<file path="src/rtl/log2_iter.sv">
// log2_iter: iterative fixed-point base-2 logarithm.
// The unsigned Q(IW.FW) operand is normalised to a Q1.(N-1) mantissa in [1,2).
// Each leading zero that is shifted out lowers the integer characteristic by one.
// The fraction is then produced one bit per cycle by repeated squaring.
// The signed Q(CW.OFW) result and the zero-input error flag stay registered
// until the next operation is accepted.
module log2_iter #(
    parameter int  IW  = 8,
    parameter int  FW  = 8,
    parameter int  OFW = 8,
    localparam int N   = IW + FW,
    // The characteristic spans IW-1 down to -FW. This many signed bits covers both ends.
    localparam int CW  = $clog2((IW > FW) ? IW : FW) + 1,
    localparam int RW  = CW + OFW
) (
    input  logic          clk,
    input  logic          rst,
    input  logic          start,
    input  logic [N-1:0]  a,
    output logic          busy,
    output logic          done,
    output logic          err,
    output logic [RW-1:0] result
);

    localparam int SW = $clog2(N) + 1;
    localparam int JW = $clog2(OFW) + 1;
    localparam logic [RW-1:0] MOST_NEG = {1'b1, {(RW-1){1'b0}}};

    typedef enum logic [1:0] {
        IDLE = 2'd0,
        NORM = 2'd1,
        FRAC = 2'd2,
        DONE = 2'd3
    } state_t;

    state_t        state_q, state_d;
    logic [N-1:0]  m_q, m_d;
    logic [SW-1:0] s_q, s_d;
    logic [JW-1:0] j_q, j_d;
    logic [CW-1:0] k_q, k_d;
    logic [OFW-1:0] frac_q, frac_d;
    logic          busy_q, busy_d;
    logic          done_q, done_d;
    logic          err_q, err_d;
    logic [RW-1:0] result_q, result_d;

    // Top N+1 bits of the Q2.(2N-2) square. The low bits are discarded by truncation.
    logic [N:0]    sq_hi;
    logic [N-2:0]  unused_sq_lo;

    // Square the mantissa, then decide the next state, counters and outputs.
    always_comb begin
        {sq_hi, unused_sq_lo} = {{N{1'b0}}, m_q} * {{N{1'b0}}, m_q};

        state_d  = state_q;
        m_d      = m_q;
        s_d      = s_q;
        j_d      = j_q;
        k_d      = k_q;
        frac_d   = frac_q;
        busy_d   = busy_q;
        done_d   = 1'b0;
        err_d    = err_q;
        result_d = result_q;

        case (state_q)
            IDLE: begin
                // While done is still showing, block a new accept. A held start is
                // then taken on the following cycle.
                if (start && !done_q) begin
                    busy_d = 1'b1;
                    if (a != '0) begin
                        m_d     = a;
                        s_d     = '0;
                        err_d   = 1'b0;
                        state_d = NORM;
                    end else begin
                        err_d    = 1'b1;
                        result_d = MOST_NEG;
                        state_d  = DONE;
                    end
                end
            end
            NORM: begin
                if (m_q[N-1]) begin
                    // Wrap-around arithmetic is exact because the true k fits in CW bits.
                    k_d     = CW'(IW - 1) - CW'(s_q);
                    j_d     = '0;
                    frac_d  = '0;
                    state_d = FRAC;
                end else begin
                    m_d = m_q << 1;
                    s_d = s_q + 1'b1;
                end
            end
            FRAC: begin
                // When the square is 2.0 or more, emit a 1 and halve it back into [1,2).
                frac_d = {frac_q[OFW-2:0], sq_hi[N]};
                m_d    = sq_hi[N] ? sq_hi[N:1] : sq_hi[N-1:0];
                j_d    = j_q + 1'b1;
                if (j_q == JW'(OFW - 1)) begin
                    state_d = DONE;
                end
            end
            DONE: begin
                done_d = 1'b1;
                busy_d = 1'b0;
                if (!err_q) begin
                    result_d = {k_q, frac_q};
                end
                state_d = IDLE;
            end
            default: state_d = IDLE;
        endcase
    end

    // Register all state. An active-low synchronous reset clears everything.
    always_ff @(posedge clk) begin
        if (!rst) begin
            state_q  <= IDLE;
            m_q      <= '0;
            s_q      <= '0;
            j_q      <= '0;
            k_q      <= '0;
            frac_q   <= '0;
            busy_q   <= 1'b0;
            done_q   <= 1'b0;
            err_q    <= 1'b0;
            result_q <= '0;
        end else begin
            state_q  <= state_d;
            m_q      <= m_d;
            s_q      <= s_d;
            j_q      <= j_d;
            k_q      <= k_d;
            frac_q   <= frac_d;
            busy_q   <= busy_d;
            done_q   <= done_d;
            err_q    <= err_d;
            result_q <= result_d;
        end
    end

    assign busy   = busy_q;
    assign done   = done_q;
    assign err    = err_q;
    assign result = result_q;

endmodule

</file>
<file path="config.mk">
export PLATFORM = sky130hd
export DESIGN_NAME = log2_iter
export DESIGN_NICKNAME = d
export VERILOG_FILES = /design/src/rtl/log2_iter.sv
export SDC_FILE = /design/constraint.sdc
export NUM_CORES = 1
export LEC_CHECK = 0
export ABC_AREA = 1
export CAP_MARGIN = 20
export CORE_MARGIN = 1
export CORE_UTILIZATION = 25
export DETAILED_ROUTE_END_ITERATION = 8
export SLEW_MARGIN = 20
export SYNTH_ARGS = -nofsm -noshare
export SYNTH_HDL_FRONTEND = slang
export SYNTH_SLANG_ARGS = --single-unit
</file>
<file path="constraint.sdc">
create_clock -name clk -period 7.27 [get_ports clk]
set_input_delay 1.454 -clock clk [delete_from_list [all_inputs] [get_ports clk]]
set_output_delay 1.454 -clock clk [all_outputs]
set_load 0.005 [all_outputs]
</file>
==> results.yml <==
logic_synthesis:
  synth_area_leaders: "fa_1 30%, nand2_1 15%, inv_1 14%"
  synthArstFlopShare: 0
  synth.top_cell.area_share: 0.299
  synth_edf_count: 0
  ys_types: 41
  syn_inst: 1521
  yosysWarnings: 0
  ys_seq_elements: 53
  ys_seq_area_frac: 0.0985
  synth.avg_cell_area_um2: 7.08
  synth_largest_area_cell: "fa_1"
  postSynthNetCount: 1809
  synth_area_um2: 10800
  synth_top_flop_cell: "dfxtp_1"
final_layout:
  nNetsFinal: 1812
  area_growth_syn_to_layout_pct: 9.65
  seqCellArea_um2: 1060
  diodes: 0
  fillers: 4678
  multi_input_area_um2: 7910
  utilization: 0.280
  drive_gt1_frac: 0.0426
timing:
  drv_slew: 0
  fin_tns_setup_ns: 0
  setup_viol: 0
  fin_skew_ns: 0.0124
  worstMarginPinSlew_ns: 1.08
  rsz0062_at_grt: "false"
  max_freq_mhz: 150
  layout_worst_path_cycle_share: 0.918
  relSlewSlack: 0.281
  fin_crit_ns: 6.67
  hold_violations: 0
  setup_ws_ns: 0.599
grt:
  grt_max_degree: 27
  grt_first_pass_wirelength_mm: 47.5
  grt_usage: 0.133
  overflow: 0
  grt_antenna_before_repair: 0
  grt_pass1_vias: 9588
cts:
  cts.reportedPaths.clkPinSlew_ns: 0.09
  cts_hold_buffers: 0
  cts_setup_buffers: 0
  cts_tree: "done"
  clk_latency_ns: 0.31
  cts_root_buffer: "clkbuf_16"
  htreeDepth: 2
  cts_max_path_buffers: 2
  clock-sinks: 53
  tritoncts.num_buffers: 5
  cts_resized: 0
place:
  place_ws_ns: 0.647
  numPortBuffers: 33
  gp_congestion: 0.975
  dp_hpwl_mm: 23.7
flow_run:
  maxCapViolCount: 0
min_path:
  whs_endpoint: "result[11]"
  hp-class: "flip-flop to flip-flop"
  holdPathStages: 2
  min_from: "result[11]"
detailed_routing:
  wire_per_inst_um: 13.6
  drt_first_pass_iters: 5
  postRouteAntennaNets: 0
  drt_iter0_markers: 532
  routed_wirelength_mm: 28.1
  viasPerCell: 4.42
  routed-via-count: 9133
  route.detailed.drc: 0
critical_path:
  rr_endpoint: "m_q[3]"
  end_kind: "flip-flop"
  crit_type: "flip-flop to flip-flop"
  crit_arrival_ns: 6.87
  crit_slowest_cell: "dfxtp_1"
  required_ns: 7.47
  r2r_setup_slack_ns: 0.60
  cpPeakStageDelay_ns: 1.01
  cp_max_fo: 17
  regToRegStartpoint: "m_q[7]"
  critPathLaunchType: "flip-flop"
  crit_family: "adder cells"
  crit_buf_inv: 7
  reg2reg_depth: 28
die:
  num_rows: 75
  coreArea_um2: 42200
  dieArea_um2: 43900
  die_h_um: 210
  ios: 34
  start_util: 0.255
  die_w_um: 210
status:
  status: "finished, final reports clean"
==> registers in the layout, summed over array words and instances (netlist names) <==
signal / cells
busy: 1
m_q: 16
result: 12
j_q: 4
frac_q: 8
err: 1
state_q: 2
k_q: 4
s_q: 4
done: 1
==> cell usage in the layout, fill, tap and decap left out, types with 2 or more instances in the layout <==
| cell | count |
|---|---|
| nor3_1 | 13 |
| nand2_2 | 9 |
| dfxtp_1 | 53 |
| nand4_1 | 15 |
| a21oi_2 | 9 |
| inv_1 | 414 |
| clkdlybuf4s50_1 | 33 |
| or2_2 | 4 |
| fa_1 | 161 |
| a21oi_1 | 61 |
| buf_4 | 9 |
| nand3_2 | 3 |
| clkinv_1 | 2 |
| ha_1 | 108 |
| inv_2 | 9 |
| nor2_4 | 2 |
| nand2_4 | 3 |
| a211oi_1 | 2 |
| nor2_2 | 2 |
| xor2_1 | 8 |
| o21bai_1 | 8 |
| nand3_1 | 45 |
| nand2_1 | 422 |
| nor2_1 | 55 |
| o21ai_0 | 42 |
| xnor2_1 | 6 |
| clkbuf_16 | 5 |
| a31o_2 | 2 |
| nand3b_1 | 4 |
| a31oi_1 | 2 |
| xor2_2 | 2 |
==> worst max path at each step <==
stage / start / to / slack, ns / cells past startpoint
after floorplan: m_q[6] / m_q[2] / 1.56 / 27
after global placement: m_q[6] / m_q[14] / 0.74 / 28
after detailed placement: m_q[7] / m_q[3] / 0.65 / 28
after CTS: m_q[7] / m_q[3] / 0.61 / 28
after global routing: m_q[7] / m_q[3] / 0.23 / 28
final: m_q[7] / m_q[3] / 0.60 / 28
==> cells in the mapped netlist (all sizes together) (6+ instances only) <==
| master | number |
|---|---|
| nor2 | 59 |
| buf | 12 |
| xor2 | 10 |
| inv | 423 |
| o21ai | 42 |
| ha | 108 |
| dfxtp | 53 |
| nor3 | 14 |
| xnor2 | 6 |
| nand2 | 434 |
| o21bai | 8 |
| nand4 | 15 |
| nand3 | 48 |
| fa | 161 |
| clkbuf | 34 |
| a21oi | 71 |
==> routing by layer <==
| layer | wire length [um] | global-route usage |
|---|---|---|
| met5 | 0 | 0 |
| met4 | 737 | 0.0307 |
| met3 | 1770 | 0.0198 |
| met2 | 13100 | 0.226 |
| met1 | 12500 | 0.179 |
==> worst register-to-register path: cells and delay by family, from the launching register on <==
family / cells / cell delay (ns)
buf+inv: 7 / 0.59
flops: 1 / 1.01
fa+ha+maj: 7 / 3.39
compound gates: 1 / 0.05
simple gates: 13 / 1.56
==> through the flow <==
| step | instances | hold WS (ns) | area (um2) |
|---|---|---|---|
| final | 2064 | 0.467 | 11800 |
| after global routing | 2064 | 0.487 | 11800 |
| after CTS | 2064 | 0.472 | 11800 |
| after detailed placement | 2056 | 0.457 | 11600 |
| after global placement | 2056 | 0.453 | 11600 |
| after floorplan | 1521 | 0.437 | 10800 |
==> area by class of cell <==
class,count,share of cell area
Clock buffer,5,0.0106
Timing Repair Buffer,42,0.0337
Sequential cell,53,0.0898
Inverter,425,0.135
Tap cell,539,0.0571
Clock inverter,3,0.00424
Multi-Input combinational cell,997,0.670
==> cells by family after synthesis <==
| logic type | synth area share |
|---|---|
| AOI/OAI and AO/OA | 0.0703 |
| xor gates and xnor gates | 0.0144 |
| adders and majority gates | 0.425 |
| buffers and inverters | 0.168 |
| DFF | 0.0985 |
| and+or+nand+nor | 0.225 |
Power is not shown: default switching activity piles up to over one toggle a cycle in this logic, so the estimate is an artifact.
